===== config.mk =====
export PLATFORM = sky130hd
export DESIGN_NAME = mc_ctrl
export DESIGN_NICKNAME = d
export VERILOG_FILES = /design/src/rtl/mc_ctrl.sv
export SDC_FILE = /design/constraint.sdc
export NUM_CORES = 1
export LEC_CHECK = 0
export ABC_AREA = 1
export BUFFER_PORTS_ARGS = -buffer_cell sky130_fd_sc_hd__buf_2
export CORE_MARGIN = 8
export CORE_UTILIZATION = 50
export CTS_BUF_LIST = sky130_fd_sc_hd__clkbuf_4
export DETAILED_ROUTE_END_ITERATION = 6
export HOLD_SLACK_MARGIN = 0.08
export MAX_ROUTING_LAYER = met4
export PLACE_DENSITY = 0.95
export SKIP_CTS_REPAIR_TIMING = 1
export SLEW_MARGIN = 0
export SYNTH_ARGS = -nofsm -noshare
export SYNTH_HDL_FRONTEND = slang
export SYNTH_SLANG_ARGS = --single-unit

===== constraint.sdc =====
create_clock -name clk -period 3.1 [get_ports clk]
set_input_delay 0.31 -clock clk [delete_from_list [all_inputs] [get_ports clk]]
set_output_delay 0.31 -clock clk [all_outputs]
set_load 0.01 [all_outputs]

===== src/rtl/mc_ctrl.sv =====
// Multicycle MIPS main control FSM: FETCH/DECODE/EXEC/MEM/WB sequencing with combinational strobes.
// Optional performance counters (cycle_cnt, instr_cnt) are enabled by defining MC_CTRL_PERF_CNT_EN.
module mc_ctrl (
  input  logic       clk,
  input  logic       reset_n,
  input  logic [5:0] opcode,
  input  logic [5:0] funct,
  input  logic       zero,
  input  logic       mem_ready,
  output logic       IRWrite,
  output logic       PCWrite,
  output logic [1:0] PCSrc,
  output logic [1:0] ExtOp,
  output logic       ALUSrcB,
  output logic [2:0] ALUOp,
  output logic       MemRead,
  output logic       MemWrite,
  output logic       RegWrite,
  output logic [1:0] RegDst,
  output logic [1:0] MemToReg,
  output logic [2:0] state
`ifdef MC_CTRL_PERF_CNT_EN
  ,
  output logic [31:0] cycle_cnt,
  output logic [31:0] instr_cnt
`endif
);

  typedef enum logic [2:0] {
    S_FETCH  = 3'd0,
    S_DECODE = 3'd1,
    S_EXEC   = 3'd2,
    S_MEM    = 3'd3,
    S_WB     = 3'd4
  } state_t;

  typedef enum logic [3:0] {
    I_NOP, I_ADDU, I_SUBU, I_JR, I_ORI, I_LW, I_SW, I_BEQ, I_LUI, I_J, I_JAL
  } instr_t;

  state_t     state_reg;
  state_t     state_next;
  instr_t     instr;
  logic [1:0] ex_ext;
  logic       ex_srcb;
  logic [2:0] ex_aluop;

  always_comb begin
    instr = I_NOP;
    case (opcode)
      6'b000000: begin
        case (funct)
          6'b100001: instr = I_ADDU;
          6'b100011: instr = I_SUBU;
          6'b001000: instr = I_JR;
          default:   instr = I_NOP;
        endcase
      end
      6'b001101: instr = I_ORI;
      6'b100011: instr = I_LW;
      6'b101011: instr = I_SW;
      6'b000100: instr = I_BEQ;
      6'b001111: instr = I_LUI;
      6'b000010: instr = I_J;
      6'b000011: instr = I_JAL;
      default:   instr = I_NOP;
    endcase
  end

  // Extender/ALU selects set up in EXEC and held through MEM and WB.
  always_comb begin
    ex_ext   = 2'b00;
    ex_srcb  = 1'b0;
    ex_aluop = 3'b000;
    case (instr)
      I_SUBU: ex_aluop = 3'b001;
      I_ORI: begin
        ex_ext   = 2'b01;
        ex_srcb  = 1'b1;
        ex_aluop = 3'b010;
      end
      I_LUI: begin
        ex_ext   = 2'b10;
        ex_srcb  = 1'b1;
        ex_aluop = 3'b011;
      end
      I_LW, I_SW: ex_srcb = 1'b1;
      I_BEQ: begin
        ex_ext   = 2'b11;
        ex_aluop = 3'b001;
      end
      default: ;
    endcase
  end

  always_ff @(posedge clk or negedge reset_n) begin
    if (!reset_n) state_reg <= S_FETCH;
    else          state_reg <= state_next;
  end

  always_comb begin
    state_next = S_FETCH;
    IRWrite    = 1'b0;
    PCWrite    = 1'b0;
    PCSrc      = 2'b00;
    ExtOp      = 2'b00;
    ALUSrcB    = 1'b0;
    ALUOp      = 3'b000;
    MemRead    = 1'b0;
    MemWrite   = 1'b0;
    RegWrite   = 1'b0;
    RegDst     = 2'b00;
    MemToReg   = 2'b00;
    if (reset_n) begin
      case (state_reg)
        S_FETCH: begin
          MemRead    = 1'b1;
          state_next = S_FETCH;
          if (mem_ready) begin
            IRWrite    = 1'b1;
            PCWrite    = 1'b1;
            state_next = S_DECODE;
          end
        end
        S_DECODE: begin
          ExtOp      = 2'b11;
          state_next = S_EXEC;
          case (instr)
            I_J: begin
              PCWrite    = 1'b1;
              PCSrc      = 2'b10;
              state_next = S_FETCH;
            end
            I_JAL: begin
              PCWrite    = 1'b1;
              PCSrc      = 2'b10;
              RegWrite   = 1'b1;
              RegDst     = 2'b10;
              MemToReg   = 2'b10;
              state_next = S_FETCH;
            end
            I_JR: begin
              PCWrite    = 1'b1;
              PCSrc      = 2'b11;
              state_next = S_FETCH;
            end
            I_NOP:   state_next = S_FETCH;
            default: state_next = S_EXEC;
          endcase
        end
        S_EXEC: begin
          ExtOp   = ex_ext;
          ALUSrcB = ex_srcb;
          ALUOp   = ex_aluop;
          case (instr)
            I_ADDU, I_SUBU, I_ORI, I_LUI: state_next = S_WB;
            I_LW, I_SW:                   state_next = S_MEM;
            I_BEQ: begin
              PCSrc      = 2'b01;
              PCWrite    = zero;
              state_next = S_FETCH;
            end
            default: state_next = S_FETCH;
          endcase
        end
        S_MEM: begin
          ExtOp   = ex_ext;
          ALUSrcB = ex_srcb;
          ALUOp   = ex_aluop;
          case (instr)
            I_LW: begin
              MemRead    = 1'b1;
              state_next = mem_ready ? S_WB : S_MEM;
            end
            I_SW: begin
              MemWrite   = 1'b1;
              state_next = mem_ready ? S_FETCH : S_MEM;
            end
            default: state_next = S_FETCH;
          endcase
        end
        S_WB: begin
          ExtOp      = ex_ext;
          ALUSrcB    = ex_srcb;
          ALUOp      = ex_aluop;
          state_next = S_FETCH;
          case (instr)
            I_ADDU, I_SUBU: begin
              RegWrite = 1'b1;
              RegDst   = 2'b01;
            end
            I_ORI, I_LUI: RegWrite = 1'b1;
            I_LW: begin
              RegWrite = 1'b1;
              MemToReg = 2'b01;
            end
            default: ;
          endcase
        end
        default: state_next = S_FETCH;
      endcase
    end
  end

  assign state = state_reg;

`ifdef MC_CTRL_PERF_CNT_EN
  logic [31:0] cycle_cnt_reg;
  logic [31:0] instr_cnt_reg;
  logic        instr_done;

  // Only completions from a legal non-FETCH state count as retired instructions.
  assign instr_done = (state_reg inside {S_DECODE, S_EXEC, S_MEM, S_WB}) && (state_next == S_FETCH);

  always_ff @(posedge clk or negedge reset_n) begin
    if (!reset_n) begin
      cycle_cnt_reg <= 32'd0;
      instr_cnt_reg <= 32'd0;
    end else begin
      cycle_cnt_reg <= cycle_cnt_reg + 32'd1;
      if (instr_done) instr_cnt_reg <= instr_cnt_reg + 32'd1;
    end
  end

  assign cycle_cnt = cycle_cnt_reg;
  assign instr_cnt = instr_cnt_reg;
`endif

endmodule

==> results of run 1 <==
[tightest hold or removal path: cells and delay by family]
family	cells	cell delay [ns]
buf+inv	1	0.11
simple gates	1	0.07
compound gates	1	0.06
[how the worst max path moves through the flow]
stage / from / end / slack [ns] / depth (start not counted)
2_1_floorplan: opcode[5] / RegDst[1] / 1.44 / 8
3_3_place_gp: opcode[5] / PCWrite / 1.25 / 11
3_5_place_dp: opcode[5] / PCWrite / 1.21 / 11
4_1_cts: state[2] / RegWrite / 1.14 / 6
5_1_grt: reset_n / ALUOp[1] / 0.68 / 7
6_report: reset_n / ALUOp[0] / 0.89 / 7
[logic make-up (layout without fill, tap and decap cells)]
| logic type | count (synthesis) | in the layout |
|---|---|---|
| AO/OA/AOI/OAI | 11 | 11 |
| other | 1 | 1 |
| flip-flops | 3 | 3 |
| buffers and inverters | 28 | 65 |
| AND/OR/NAND/NOR | 94 | 94 |
[cell usage in the layout, fill, tap and decap left out, types with 2 or more instances in the layout]
master and n:
a21oi_1 6, buf_2 34, clkbuf_4 4, dfrtp_1 3, inv_1 21, inv_2 4
nand2_1 26, nand3_1 20, nand3_2 5, nand3b_1 2, nand4_1 3, nor2_1 24
nor2_2 6, nor2_4 3, nor3_1 3, o21ai_0 2
[where the power goes]
group          switching [mW]  leakage [nW]  internal [mW]
clock network          0.0307        0.0184         0.0576
logic                  0.0444         0.548         0.0248
registers            0.000968        0.0410         0.0404
total                  0.0760         0.608          0.123
[per-layer routing]
layer	up-vias	track usage, %	part of all wire [%]
met1	424	17.1	41
met4	0	6.56	2.3
met2	53	27.1	48
met5	-	-	0
li1	507	-	-
met3	8	4.41	8.9
[metrics by stage]
step	total power [mW]	utilization, %	hold slack [ns]	cells
after floorplan	0.0826	-	0.0144	137
after global placement	0.106	67.7	0.143	184
after detailed placement	0.109	67.7	0.143	184
after CTS	0.199	70.0	-0.136	188
after global routing	0.213	70.7	0.365	189
final	0.199	70.7	0.336	189
[area by class of cell]
type	count	area, um2	share of cell area [%]
Sequential cell	3	75.1	7.96
Clock buffer	4	30.0	3.18
Timing Repair Buffer	35	180	19.1
Tap cell	15	18.8	1.99
Multi-Input combinational cell	106	542	57.4
Inverter	26	97.6	10.3
==> out/metrics.csv, run 1 <==
metric,value,unit
outcome,finished clean,
io_pins,36,
largest_reg_flops,3,
relSlewSlack,65.2,%
min_path_cells,3,
cp.required,2.79,ns
drive_gt1_share,33.9,%
synth_seq_cells,3,
initial_core_util,54.7,%
path_class,in2out,
die_h,54.2,um
grt_pass1_vias,866,
die_area,2940,um2
hold_viol_final,0,
synthTopCellsByArea,"nand3_1, nand2_1, nor2_1",
antenna_found_initial,0,
reg2reg_depth,5,
detail-route-antenna-nets,0,
dieWidth,54.2,um
ir_drop,0.251,mV
grt_first_pass_wirelength,3500,um
htreeDepth,1,
r2r_end,state[1],
muxShareOfSynthArea,0,%
crit_arrival,1.90,ns
route.detailed.drc,0,
p_leak,0.608,nW
async_reset_ff_share,100,%
finalCritPeriodShare,71.3,%
synthSimpleGateAreaFrac,65.2,%
worstReg2RegStart,state[2],
start_kind,input pin,
crit_family,buffers and inverters,
synthFlopType,dfrtp_1,
drv_slew,0,
yosysMostFrequentCell,nand2_1,
synth_edf_count,0,
dr.pass1.iters,4,
coreArea,1330,um2
finalSetupTns,0,ns
timing.final.crit_period,2.21,ns
reg2reg_slack,1.80,ns
final_nets,191,
yosysTopAreaCellShare,13.7,%
synth_cell_types,22,
crit_slowest_cell,dlygate4sd3_1,
finalWorstSetupSlack,0.890,ns
synth_fa_ha_area_share,0,%
crit_chain,"dlygate4sd3_1, buf_2, clkinv_1, nor2_1, nand2_1, nand2_1, buf_2",
place_area,903,um2
design_area,943,um2
cts_tree,done,
synth_common_cells,"nand2_1, nor2_1, inv_1",
clkTransAtPathRegs,0.05,ns
syn-mean-instance-area,5.32,um2
fillCellCount,118,
crit_buf_inv,4,
max_cap_viol_count,0,
setup_viol,0,
synth_top_family_by_area,simple AND/OR/NAND/NOR gates,
routedWlPerCell,11.8,um
clockRootBuffer,clkbuf_4,
syn_nets,153,
numCtsBuffers,3,
pre_cts_slack,1.21,ns
cp-end-kind,output pin,
cts_sinks,3,
crit_fanout,10,
ys_seq_area_share,10.3,%
vias_per_cell,5.25,
row_count,13,
grt_use_total,16.0,%
rsz0062_at_grt,false,
fmax,0.453,GHz
first_iter_violations,39,
clk_latency,0.26,ns
grt-ovfl-total,0,
hold_path_end,state[2],
yosys_warnings,0,
tightest_slew,0.519,ns
cpPeakStageDelay,0.52,ns
clk_path_buf_depth,2,
drt-total-wl,2230,um
dp_hpwl,1870,um
synthesis.area,729,um2
min_path_type,in2reg,
fin_skew,0.0134,ns
yosys.area.top_type,nand3_1,
portBuffers,34,
synth-compound-area-share,8.58,%
powerDensity,211,nW/um2
antenna_cells,0,
num_vias,992,
postSynthCellCount,137,
synth-xor-area-share,0,%
gp_congestion,0.882,
hold_start,mem_ready,
grt_max_degree,11,
areaGrowthSynthToFinish,29.3,%
No activity file was read; power rests on OpenSTA's default activity.
==> run 2: changes to the inputs <==
--- a/config.mk
+++ b/config.mk
@@ -5,15 +5,15 @@
 export SDC_FILE = /design/constraint.sdc
 export NUM_CORES = 1
 export LEC_CHECK = 0
-export ABC_AREA = 1
+export ABC_AREA = 0
 export BUFFER_PORTS_ARGS = -buffer_cell sky130_fd_sc_hd__buf_2
 export CORE_MARGIN = 8
-export CORE_UTILIZATION = 50
+export CORE_UTILIZATION = 47
 export CTS_BUF_LIST = sky130_fd_sc_hd__clkbuf_4
 export DETAILED_ROUTE_END_ITERATION = 6
 export HOLD_SLACK_MARGIN = 0.08
 export MAX_ROUTING_LAYER = met4
-export PLACE_DENSITY = 0.95
+export PLACE_DENSITY = 0.93
 export SKIP_CTS_REPAIR_TIMING = 1
 export SLEW_MARGIN = 0
 export SYNTH_ARGS = -nofsm -noshare
==> constraint.sdc (replaced) <==
create_clock -name clk -period 2.3 [get_ports clk]
set_input_delay 0.23 -clock clk [delete_from_list [all_inputs] [get_ports clk]]
set_output_delay 0.23 -clock clk [all_outputs]
set_load 0.01 [all_outputs]
==> out/metrics.csv, run 2 <==
metric,value,unit
crit_arrival,1.85,ns
hold_viol_final,0,
die_h,55.4,um
wl_met1,1000,um
top_layer_used,met3,
path_class,reg2out,
p_leak,0.408,nW
dp.cells,151,
dieWidth,55.4,um
r2r_end,state[1],
final_nets,157,
syn-mean-instance-area,6.75,um2
start_kind,flop,
crit_fanout,6,
synthFlopType,dfrtp_1,
antenna_found_initial,0,
crit_top_cell,nand2_1,
htreeDepth,1,
fin_skew,0.00835,ns
ir_drop,0.322,mV
routedWlPerCell,14.4,um
detail-route-antenna-nets,0,
outcome,finished clean,
wl_met3,111,um
areaGrowthSynthToFinish,24.5,%
rsz0062_at_grt,false,
max_cap_viol_count,0,
grt_first_pass_wirelength,3750,um
async_reset_ff_share,100,%
fin_cells,156,
reg2reg_depth,5,
place_area,868,um2
clk_latency,0.24,ns
worstReg2RegStart,state[2],
antenna_cells,0,
dr.pass1.iters,4,
grt_pass1_vias,903,
drive_gt1_share,32.1,%
synth_seq_cells,3,
largest_reg_flops,3,
cts_sinks,3,
postSynthCellCount,108,
powerDensity,285,nW/um2
coreArea,1490,um2
io_pins,36,
yosys.area.top_type,dfrtp_1,
drv_slew,0,
grt_max_degree,12,
clockRootBuffer,clkbuf_4,
initial_core_util,49.0,%
crit_chain,"nor2b_1, nand2_1, or4_1, nand2_1, buf_2",
drt-total-wl,2250,um
vias_per_cell,5.82,
portBuffers,34,
finalCritPeriodShare,90.3,%
cts_tree,done,
yosysTopAreaCellShare,10.3,%
reg2reg_slack,0.97,ns
first_iter_violations,46,
synthTopCellsByArea,"dfrtp_1, nor2_1, a21oi_1",
yosys_warnings,0,
numCtsBuffers,3,
crit_slowest_cell,or4_1,
clk_path_buf_depth,2,
yosysMostFrequentCell,nor2_1,
row_count,14,
route.detailed.drc,0,
final_common_cell,buf_2,
design_area,908,um2
dp_hpwl,1830,um
die_area,3070,um2
ys_seq_area_share,10.3,%
final_cell_mix,"buf_2, nor2_1, a21oi_1",
clkTransAtPathRegs,0.04,ns
gp_congestion,0.877,
cp-end-kind,output pin,
synth_cell_types,41,
syn_nets,124,
finalSetupTns,0,ns
fmax,0.482,GHz
synthesis.area,729,um2
min_path_type,in2reg,
dr_wl_met2,1130,um
cpPeakStageDelay,0.54,ns
crit_start,state[2],
synth_edf_count,0,
synth_common_cells,"nor2_1, a21oi_1, nand2_1",
num_vias,908,
timing.final.crit_period,2.08,ns
grt_use_total,13.8,%
cp.required,2.07,ns
cp-endpoint,PCWrite,
fillCellCount,146,
setup_viol,0,
grt-ovfl-total,0,
## run 2: per-stage QoR
step           hold slack (ns)  power (mW)  setup WS [ns]  utilization [%]
2_1_floorplan          -0.0656       0.121          0.544                -
3_3_place_gp            0.0495       0.146          0.298             58.3
3_5_place_dp            0.0518       0.149          0.254             58.3
4_1_cts                 -0.189       0.252          0.240             60.3
5_1_grt                  0.400       0.276          0.102             61.0
6_report                 0.382       0.259          0.223             61.0
## run 2: worst max-delay path, delay by kind of cell (launching register included)
kind	cells	cell delay [ns]
simple gates	4	1.06
flops	1	0.42
buf+inv	1	0.12
## run 2: power breakdown
group	total (mW)	switching [mW]	leakage, nW	internal (mW)
Sequential	0.0569	0.00268	0.0409	0.0542
Clock	0.108	0.0309	0.0184	0.0770
Combinational	0.0939	0.0547	0.349	0.0393
## run 2: worst min path at each step
stage               startpoint        to  slack (ns)  cells past startpoint
floorplan              reset_n  state[0]       -0.07                      0
global placement       reset_n  state[0]        0.05                      1
CTS                    reset_n  state[1]       -0.19                      1
global route           reset_n  state[1]        0.40                      2
detailed placement     reset_n  state[1]        0.05                      1
finish               mem_ready  state[0]        0.38                      4
## run 2: area by class of cell
cell class                 count  area [um2]  area share, %
multi-input combinational     96         596           65.6
inverter                       2        7.51          0.826
timing repair buffer          35         180           19.8
sequential                     3        75.1           8.26
clock buffer                   4        30.0           3.31
tap                           16        20.0           2.20
## run 2: cells by family after synthesis
group                     Yosys count  share of synthesized area [%]
AOI/OAI and AO/OA                  32                           31.2
and+or+nand+nor                    60                           46.0
xor gates and xnor gates            2                           2.40
DFF                                 3                           10.3
other                               1                          0.514
buffers and inverters               9                           8.06
muxes                               1                           1.54
## run 2: per-layer routing
metal,track usage [%],vias to the layer above
met3,2.28,0
met1,16.4,407
li1,-,461
met5,-,-
met4,2.11,0
met2,23.9,40
